File: src/rtl/pipeline_ctrl_pkg.sv
// Shared definitions for the pipeline hazard controller: FSM state encoding,
// its width and the architectural register number of the PC.
package pipeline_ctrl_pkg;

    localparam int unsigned STATE_W = 2;
    localparam logic [3:0] PC_REG = 4'd15;

    typedef enum logic [STATE_W-1:0] {
        RUN        = 2'd0,
        MEM_WAIT   = 2'd1,
        FLUSH      = 2'd2,
        LOAD_STALL = 2'd3
    } ctrl_state_e;

endpackage

File: src/rtl/hazard_detect.sv
// Purely combinational load-use detector between the decode and execute stages.
module hazard_detect
    import pipeline_ctrl_pkg::*;
(
    input  logic       idValid,
    input  logic [3:0] idRn,
    input  logic [3:0] idRm,
    input  logic       idUsesRn,
    input  logic       idUsesRm,
    input  logic       exValid,
    input  logic       exLoad,
    input  logic [3:0] exRd,
    output logic       loadUse
);

    // A load into the PC is handled as a branch elsewhere, so it never causes a load-use stall.
    assign loadUse = exValid & exLoad & idValid & (exRd != PC_REG) &
                     ((idUsesRn & (idRn == exRd)) | (idUsesRm & (idRm == exRd)));

endmodule

File: src/rtl/pipeline_hazard_controller.sv
// Stall/flush controller for a short in-order pipe: memory freeze, branch flush, load-use stall.
// Optional saturating stall/flush counters are built when HAZARD_PERF_CNT_EN is defined.
module pipeline_hazard_controller
    import pipeline_ctrl_pkg::*;
(
    input  logic               clk,
    input  logic               reset,
    input  logic               idValid,
    input  logic [3:0]         idRn,
    input  logic [3:0]         idRm,
    input  logic               idUsesRn,
    input  logic               idUsesRm,
    input  logic               exValid,
    input  logic               exLoad,
    input  logic [3:0]         exRd,
    input  logic               exBranchTaken,
    input  logic               memBusy,
    output logic               pcWriteEn,
    output logic               ifidHold,
    output logic               ifidFlush,
    output logic               rfHold,
    output logic               rfBubble,
`ifdef HAZARD_PERF_CNT_EN
    output logic [15:0]        stallCount,
    output logic [15:0]        flushCount,
`endif
    output logic [STATE_W-1:0] ctrlState
);

    ctrl_state_e state_q, state_d;
    logic        load_use;
    logic        pc_we, ifid_hold, ifid_flush, rf_hold, rf_bubble;

    hazard_detect u_hazard_detect (
        .idValid  (idValid),
        .idRn     (idRn),
        .idRm     (idRm),
        .idUsesRn (idUsesRn),
        .idUsesRm (idUsesRm),
        .exValid  (exValid),
        .exLoad   (exLoad),
        .exRd     (exRd),
        .loadUse  (load_use)
    );

    always_ff @(posedge clk or negedge reset) begin
        if (!reset) begin
            state_q <= RUN;
        end else begin
            state_q <= state_d;
        end
    end

    // MEM_WAIT and LOAD_STALL fall through to the same evaluation as RUN; only FLUSH masks events.
    always_comb begin
        state_d    = RUN;
        pc_we      = 1'b1;
        ifid_hold  = 1'b0;
        ifid_flush = 1'b0;
        rf_hold    = 1'b0;
        rf_bubble  = 1'b0;
        if (memBusy) begin
            state_d   = MEM_WAIT;
            pc_we     = 1'b0;
            ifid_hold = 1'b1;
            rf_hold   = 1'b1;
        end else if (state_q == FLUSH) begin
            ifid_flush = 1'b1;
        end else if (exBranchTaken) begin
            state_d    = FLUSH;
            ifid_flush = 1'b1;
            rf_bubble  = 1'b1;
        end else if (load_use) begin
            state_d   = LOAD_STALL;
            pc_we     = 1'b0;
            ifid_hold = 1'b1;
            rf_bubble = 1'b1;
        end
        if (!reset) begin
            pc_we      = 1'b0;
            ifid_hold  = 1'b0;
            ifid_flush = 1'b1;
            rf_hold    = 1'b0;
            rf_bubble  = 1'b1;
        end
    end

    // Flush wins over hold on the same pipeline register.
    assign pcWriteEn = pc_we;
    assign ifidFlush = ifid_flush;
    assign ifidHold  = ifid_hold & ~ifid_flush;
    assign rfBubble  = rf_bubble;
    assign rfHold    = rf_hold & ~rf_bubble;
    assign ctrlState = state_q;

`ifdef HAZARD_PERF_CNT_EN
    logic [15:0] stall_count_q, stall_count_d;
    logic [15:0] flush_count_q, flush_count_d;

    always_comb begin
        stall_count_d = stall_count_q;
        flush_count_d = flush_count_q;
        if (!pc_we && (stall_count_q != 16'hFFFF)) begin
            stall_count_d = stall_count_q + 16'd1;
        end
        if (ifid_flush && (flush_count_q != 16'hFFFF)) begin
            flush_count_d = flush_count_q + 16'd1;
        end
    end

    always_ff @(posedge clk or negedge reset) begin
        if (!reset) begin
            stall_count_q <= 16'd0;
            flush_count_q <= 16'd0;
        end else begin
            stall_count_q <= stall_count_d;
            flush_count_q <= flush_count_d;
        end
    end

    assign stallCount = stall_count_q;
    assign flushCount = flush_count_q;
`endif

endmodule
File: config.mk
export PLATFORM = sky130hd
export DESIGN_NAME = pipeline_hazard_controller
export DESIGN_NICKNAME = d
export VERILOG_FILES = /design/src/rtl/pipeline_ctrl_pkg.sv /design/src/rtl/hazard_detect.sv /design/src/rtl/pipeline_hazard_controller.sv
export SDC_FILE = /design/constraint.sdc
export NUM_CORES = 1
export LEC_CHECK = 0
export ABC_AREA = 1
export ABC_CLOCK_PERIOD_IN_PS = 1200
export CAP_MARGIN = 40
export CORE_AREA = 2 2 39 41
export CTS_BUF_LIST = sky130_fd_sc_hd__clkbuf_16
export DETAILED_ROUTE_END_ITERATION = 12
export DIE_AREA = 0 0 41 43
export MAX_ROUTING_LAYER = met4
export SLEW_MARGIN = 20
export SYNTH_ARGS = -nofsm -noshare
export SYNTH_HDL_FRONTEND = slang
export SYNTH_HIERARCHICAL = 1
export SYNTH_SLANG_ARGS = --single-unit
File: constraint.sdc
create_clock -name clk -period 1.2 [get_ports clk]
set_input_delay 0.24 -clock clk [delete_from_list [all_inputs] [get_ports clk]]
set_output_delay 0.24 -clock clk [all_outputs]
set_load 0.01 [all_outputs]
Yosys cells after proc, flatten, opt, wreduce, memory -nomap -nowiden
Index checks and enable logic that the tools add are counted.

Register bits after elaboration: 2. Word-level logic and storage cells: 40.

Equality and inequality tests: 4. Bitwise logic cells: 11. Mux-type cells: 24.

Operators with widths (number): $mux W1 (20); $and A1 B1 Y1 (8); $eq A4 B4 Y1 (2); $mux W2 (4); $ne A4 B4 Y1 const B (1); $eq A2 B2 Y1 const B (1); $not A1 Y1 (2); $or A1 B1 Y1 (1).

Depth between registers and ports, before layout
Gate-level depths: netlist of the first run.

Depth after elaboration: 11. Depth in mapped cells: 11. Gate-level depth less buffers: 11.

Modules after synthesis
Netlist of the first run, hierarchy kept.

Modules (own cells, without submodules): hazard_detect (instances 1, cells each 35, seq. area each 0.0 sq um, area an instance 157.7 sq um); pipeline_hazard_controller (instances 1, cells each 20, seq. area each 50.0 sq um, area an instance 138.9 sq um).

Worst setup path after synthesis of the first run
OpenSTA, ideal clock, no wires.

Kind: input to output. From: in exRd[1]. To: out ifidHold. Cell stages on the path: 10. Setup slack: -0.075 ns. Required time: 0.960 ns. Arrival: 1.035 ns. Path through: inv_1 nand2_1 nand2_1 nor2_1 nand3_1 a21oi_2 inv_1 nor2_2 nand2_2 a21oi_2.

Longest elaborated chain between the ends: 10.

RTL lines: start: declaration (RTL line pipeline_hazard_controller.sv:15) `input logic [3:0] exRd,`; $eq A4 B4 Y1 (RTL line hazard_detect.sv:18) `((idUsesRn & (idRn == exRd)) | (idUsesRm & (idRm == exRd)));`; $and A1 B1 Y1 (RTL line hazard_detect.sv:18); $or A1 B1 Y1 (RTL line hazard_detect.sv:18); $and A1 B1 Y1 (*) (RTL line hazard_detect.sv:17) `assign loadUse = exValid & exLoad & idValid & (exRd != PC_REG) &`; via load_use (RTL line pipeline_hazard_controller.sv:31) `logic load_use;`; $mux W1 (*) (RTL line pipeline_hazard_controller.sv:73) `end else if (load_use) begin`; $mux W1 (*) (RTL line pipeline_hazard_controller.sv:69) `end else if (exBranchTaken) begin`; $mux W1 (*) (RTL line pipeline_hazard_controller.sv:67) `end else if (state_q == FLUSH) begin`; $mux W1 (*) (RTL line pipeline_hazard_controller.sv:62) `if (memBusy) begin`; $mux W1 (*) (RTL line pipeline_hazard_controller.sv:79) `if (!reset) begin`; $and A1 B1 Y1 (*) (RTL line pipeline_hazard_controller.sv:91) `assign ifidHold = ifid_hold & ~ifid_flush;`; end: declaration (RTL line pipeline_hazard_controller.sv:19) `output logic ifidHold,`.

Mark *: on every way through the listed nets, which the timed path passes. The rest lies on a longest branch.

Worst setup path after layout of the first run
From: in exRd[2]. To: out pcWriteEn.

Longest elaborated chain between the ends: 9.

RTL lines: $eq A4 B4 Y1 (RTL line hazard_detect.sv:18); $and A1 B1 Y1 (RTL line hazard_detect.sv:18); $or A1 B1 Y1 (RTL line hazard_detect.sv:18); $and A1 B1 Y1 (*) (RTL line hazard_detect.sv:17); via load_use (RTL line pipeline_hazard_controller.sv:31); $mux W1 (*) (RTL line pipeline_hazard_controller.sv:73); $mux W1 (*) (RTL line pipeline_hazard_controller.sv:69); $mux W1 (*) (RTL line pipeline_hazard_controller.sv:67); $mux W1 (*) (RTL line pipeline_hazard_controller.sv:62); $mux W1 (*) (RTL line pipeline_hazard_controller.sv:79); end: declaration (RTL line pipeline_hazard_controller.sv:18) `output logic pcWriteEn,`.

Marked as above.

==> results.json, run 1 <==
{
  "status": "finished, violations left",
  "failed_checks": "negative setup slack",
  "num_rows": 14,
  "cts-root-buf": "clkbuf_16",
  "syn_inst": 55,
  "stdcell_area_um2": 727,
  "grt_pass1_wl_um": 1490,
  "core_um2": 1380,
  "final_cells": 107,
  "slew-limit-headroom_pct": 90.9,
  "drtPass1Iterations": 1,
  "cts_hold_buf": 0,
  "cts_tree": "built",
  "place_congestion": 0.652,
  "synth.distinct_cells": 14,
  "drive_above_1_share_pct": 52.7,
  "min_period_ns": 1.50,
  "grt_use_met3_pct": 3.14,
  "antennaDiodeCount": 0,
  "wire_per_inst_um": 8.43,
  "setup.worst_path.start_class": "primary input",
  "fin_skew_ns": 0.00222,
  "track_usage_pct": 12.8,
  "dp.cells": 102,
  "fin_crit_sh_pct": 125,
  "grt_pass1_vias": 424,
  "ant_nets": 0,
  "io_buffers": 27,
  "ctsHtreeMaxLevel": 1,
  "p_leak_nw": 0.391,
  "cp-end-kind": "output pin",
  "start_util_pct": 21.4,
  "maxCapViolCount": 0,
  "synth_nets": 76,
  "top_usage_layer": "met2",
  "hold_ws_ns": 0.110,
  "dieWidth_um": 41,
  "avgSynthCellArea_um2": 5.39,
  "largest_reg_flops": 2,
  "use_met1_pct": 13.1,
  "arrival_ns": 1.26,
  "ys_seq_area_share_pct": 16.9,
  "dieArea_um2": 1760,
  "nets": 114,
  "p_per_area_nw_per_um2": 1050,
  "die_y_um": 43,
  "max_slew.worst_pin.slew_ns": 0.137,
  "syn_area_um2": 297,
  "total_power_uw": 763,
  "path_clk_slew_ns": 0.03,
  "antenna_found_initial": 0,
  "finish.utilization_pct": 52.5,
  "area_delta_synth_final_pct": 145,
  "critPathRequiredTime_ns": 0.96,
  "drt_iter0_drc": 0,
  "via_per_inst": 4.12,
  "routed_wl_um": 902,
  "clock.fmax_ghz": 0.669,
  "worst_slack_ns": -0.296,
  "vias": 441,
  "peakVddDrop_uv": 522,
  "pre_cts_slack_ns": -1.25,
  "slew_viol_final": 0,
  "setup.worst_path.class": "primary input to output pin",
  "drc": 0,
  "ys_ff_latch": 2,
  "cts_buffers": 3,
  "gr-total-overflow": 0,
  "grtUsageMet2_pct": 20.6,
  "worst-path-max-fanout": 4,
  "ys_warn_count": 6,
  "io_pins": 28,
  "place_area_um2": 632,
  "grt_max_degree": 6,
  "tns_ns": -0.859,
  "hold_viol": 0,
  "cts.sink_count": 2,
  "dp_hpwl_um": 725,
  "rsz0062_at_grt": "yes",
  "setup_violations": 4,
  "worstSkewPairLatency_ns": 0.22,
  "min_path_type": "primary input to async pin",
  "clk_path_buf_depth": 2
}
## power breakdown
group          switching, mW  internal, mW  leakage, nW  total, mW
registers            0.00181        0.0717       0.0246     0.0736
logic                 0.0815         0.104        0.330      0.185
clock network         0.0795         0.424       0.0370      0.504
## cell usage after synthesis, drive strengths merged
master | number | share of area [%]
a21oi | 2 | 5.9
inv | 13 | 16
nand4 | 2 | 4.2
xnor2 | 2 | 5.9
nor2 | 12 | 18
dfrtp | 2 | 17
o21ai | 2 | 3.4
a31oi | 1 | 2.1
nand3 | 2 | 3.4
nand2 | 17 | 24
## cell type report
cell class                 instances  area, um^2
clock buffer                       3        75.1
fill                             149         657
inverter                          13        58.8
multi-input combinational         40         236
sequential                         2        50.0
tap                               16        20.0
timing repair buffer              33         287
## cells in the final DEF, fill, tap and decap left out, types with 2 or more instances in the layout
cell           netlist  layout
nand2_1             14      11
clkbuf_16            0       3
nand4_1              2       2
inv_2                1       4
dlygate4sd2_1        0       9
nor2_2               3       3
a21oi_2              2       2
inv_1               12       7
dfrtp_1              2       2
buf_4                0       6
nand2_2              3       6
nor2_4               0       2
buf_6                0       6
buf_2                0       7
buf_8                0       3
nor2_1               9       7
## cell families (layout without fill, tap and decap cells)
logic type | count (synthesis) | count (layout) | synth area share (%)
XOR/XNOR | 2 | 2 | 5.91
AO/OA/AOI/OAI | 5 | 5 | 11.4
flip-flops | 2 | 2 | 16.9
buffers and inverters | 13 | 49 | 16.5
AND/OR/NAND/NOR | 33 | 33 | 49.4
## repair_timing
action	CTS	global route
resized for setup	89	16
setup endpoints to repair	9	6
setup buffers	2	0
pin swaps	23	14
## final timing paths
kind | from | to | slack (ns) | depth (start not counted)
min reg2reg | ctrlState[1]$_DFF_PN0_ | ctrlState[1]$_DFF_PN0_ | 0.57 | 3
max reg2reg | ctrlState[0]$_DFF_PN0_ | ctrlState[0]$_DFF_PN0_ | 0.19 | 6
min | reset | ctrlState[0]$_DFF_PN0_ | 0.11 | 2
min in group clk | memBusy | ctrlState[1]$_DFF_PN0_ | 0.48 | 4
max | exRd[2] | pcWriteEn | -0.30 | 12
max in group asynchronous | reset | ctrlState[1]$_DFF_PN0_ | 1.00 | 2
## metal layers
metal | vias to the layer above | share of wire (%)
li1 | 237 | -
met1 | 174 | 36
met2 | 28 | 49
met3 | 2 | 13
met4 | 0 | 2.2
met5 | - | 0
## worst max-delay path, stage by stage
cell and delay (ns):
buf_8 0.11, nor2_4 0.09, nor2_2 0.04, nor2_1 0.09, nand3_1 0.09, a21oi_2 0.14
inv_1 0.06, nor2_2 0.08, nand2_2 0.07, nand2_2 0.09, nor2_4 0.04, buf_6 0.11
(Power assumes the default switching activity.)
==> run 2: changes to the inputs <==
- MAX_ROUTING_LAYER: met4 -> not set
==> results.json, run 2 (synthesized netlist as in run 1, its figures left out) <==
{
  "worstSkewPairLatency_ns": 0.22,
  "slew_viol_final": 0,
  "path_clk_slew_ns": 0.03,
  "antenna_found_initial": 0,
  "core_um2": 1380,
  "clkPwrFrac_pct": 66.1,
  "hold_viol": 0,
  "pre_cts_slack_ns": -1.25,
  "drtPass1Iterations": 1,
  "place_area_um2": 632,
  "grt_max_degree": 6,
  "drt_iter0_drc": 0,
  "clk_path_buf_depth": 2,
  "switching_share_pct": 21.3,
  "drive_above_1_share_pct": 52.7,
  "cts_buffers": 3,
  "ant_nets": 0,
  "io_buffers": 27,
  "r2r-start": "ctrlState[0]$_DFF_PN0_",
  "max_slew.worst_pin.slew_ns": 0.137,
  "drc": 0,
  "pwr-share-comb_pct": 24.3,
  "slew-limit-headroom_pct": 90.9,
  "dp_hpwl_um": 725,
  "grt_pass1_wl_um": 1490,
  "dieArea_um2": 1760,
  "rsz0062_at_grt": "yes",
  "total_power_uw": 763,
  "largest_reg_flops": 2,
  "routed_wl_um": 902,
  "wire_per_inst_um": 8.43,
  "p_sw_uw": 163,
  "critPathLaunch": "exRd[2]",
  "arrival_ns": 1.26,
  "slowest_delay_ns": 0.14,
  "ctsHtreeMaxLevel": 1,
  "p_leak_nw": 0.391,
  "vias": 441,
  "via_per_inst": 4.12,
  "p_seq_share_pct": 9.6,
  "track_usage_pct": 12.5,
  "critical_path.slowest_cell": "a21oi_2",
  "stdcell_area_um2": 727,
  "start_util_pct": 21.4,
  "path_cells": "buf_8, nor2_4, nor2_2, nor2_1, nand3_1, a21oi_2, inv_1, nor2_2, nand2_2, nand2_2, nor2_4, buf_6",
  "worst_slack_ns": -0.296,
  "setup_violations": 4,
  "num_rows": 14,
  "grt_pass1_vias": 424,
  "clock.fmax_ghz": 0.669,
  "area_delta_synth_final_pct": 145,
  "cts_hold_buf": 0,
  "fin_skew_ns": 0.00222,
  "nets": 114,
  "critPathRequiredTime_ns": 0.96,
  "min_period_ns": 1.50,
  "cts_tree": "built",
  "dieWidth_um": 41,
  "fillerInstances": 149,
  "setup.worst_path.class": "primary input to output pin",
  "fin_crit_sh_pct": 125,
  "internal_power_uw": 600,
  "layout_commonest_cell": "nand2_1",
  "die_y_um": 43,
  "p_per_area_nw_per_um2": 1050,
  "final_cell_mix": "nand2_1, dlygate4sd2_1, nor2_1, inv_1, buf_2",
  "maxCapViolCount": 0,
  "gr-total-overflow": 0,
  "worst-path-max-fanout": 4,
  "cts-root-buf": "clkbuf_16",
  "failed_checks": "negative setup slack",
  "peakVddDrop_uv": 522,
  "place_congestion": 0.646,
  "status": "finished, violations left",
  "io_pins": 28,
  "antennaDiodeCount": 0,
  "cp-end-kind": "output pin",
  "cts.sink_count": 2,
  "setup.worst_path.start_class": "primary input",
  "min_path_type": "primary input to async pin"
}
==> run 2: routing by layer <==
layer  routed length, um  GRT usage (%)  vias to the layer above
met5                   0              0                        -
met4                  20           8.00                        0
met3                 131           4.19                        2
met2                 443           20.6                       28
met1                 306           12.5                      174
li1                    -              -                      237
==> run 2: through the flow <==
step | cells | util [%] | hold WS [ns] | TNS (ns)
6_report | 107 | 52.5 | 0.110 | -0.859
5_1_grt | 107 | 52.5 | 0.131 | -1.35
4_1_cts | 107 | 49.5 | 0.103 | -0.976
3_5_place_dp | 102 | 45.7 | 0.573 | -5.61
3_3_place_gp | 102 | 45.7 | 0.583 | -5.60
2_1_floorplan | 55 | - | -0.0556 | -0.0973
==> run 2: area by class of cell <==
cell class	instances	area [um^2]	share of cell area [%]
Timing Repair Buffer	33	287	39.4
Inverter	13	58.8	8.09
Sequential cell	2	50.0	6.88
Tap cell	16	20.0	2.75
Multi-Input combinational cell	40	236	32.5
Clock buffer	3	75.1	10.3
==> run 2: power groups by stage <==
stage | clock, mW | sequential, mW | combinational [mW]
finish | 0.504 | 0.0736 | 0.185
global placement | 0 | 0.0743 | 0.186
global route | 0.516 | 0.0738 | 0.205
floorplan | 0 | 0.0765 | 0.0626
CTS | 0.516 | 0.0736 | 0.171
detailed placement | 0 | 0.0745 | 0.187
==> run 2: repair_timing <==
item                       in CTS  in global routing
setup endpoints to repair       9                  6
setup buffers                   2                  0
gates resized for setup        89                 16
pin swaps                      23                 14
==> run 2: path summary, 6_finish.rpt <==
kind,to,slack [ns],cells after the start
worst max-delay path,pcWriteEn,-0.30,12
worst min-delay path,ctrlState[0]$_DFF_PN0_,0.11,2
worst max register to register,ctrlState[0]$_DFF_PN0_,0.19,6
worst min register to register,ctrlState[1]$_DFF_PN0_,0.57,3
max in group asynchronous,ctrlState[1]$_DFF_PN0_,1.00,2
min in group clk,ctrlState[1]$_DFF_PN0_,0.48,4
==> run 2: worst max-delay path: cells and delay by family <==
| family | cells | cell delay, ns |
|---|---|---|
| buffers and inverters | 3 | 0.28 |
| AO/OA/AOI/OAI | 1 | 0.14 |
| AND/OR/NAND/NOR | 8 | 0.59 |
==> run 3: changes to the inputs <==
- HOLD_SLACK_MARGIN: not set -> 0.05
- SLEW_MARGIN: 20 -> 0
==> results of run 3 <==
Same layout as run 2: the final DEF is identical, and so are final timing and power.
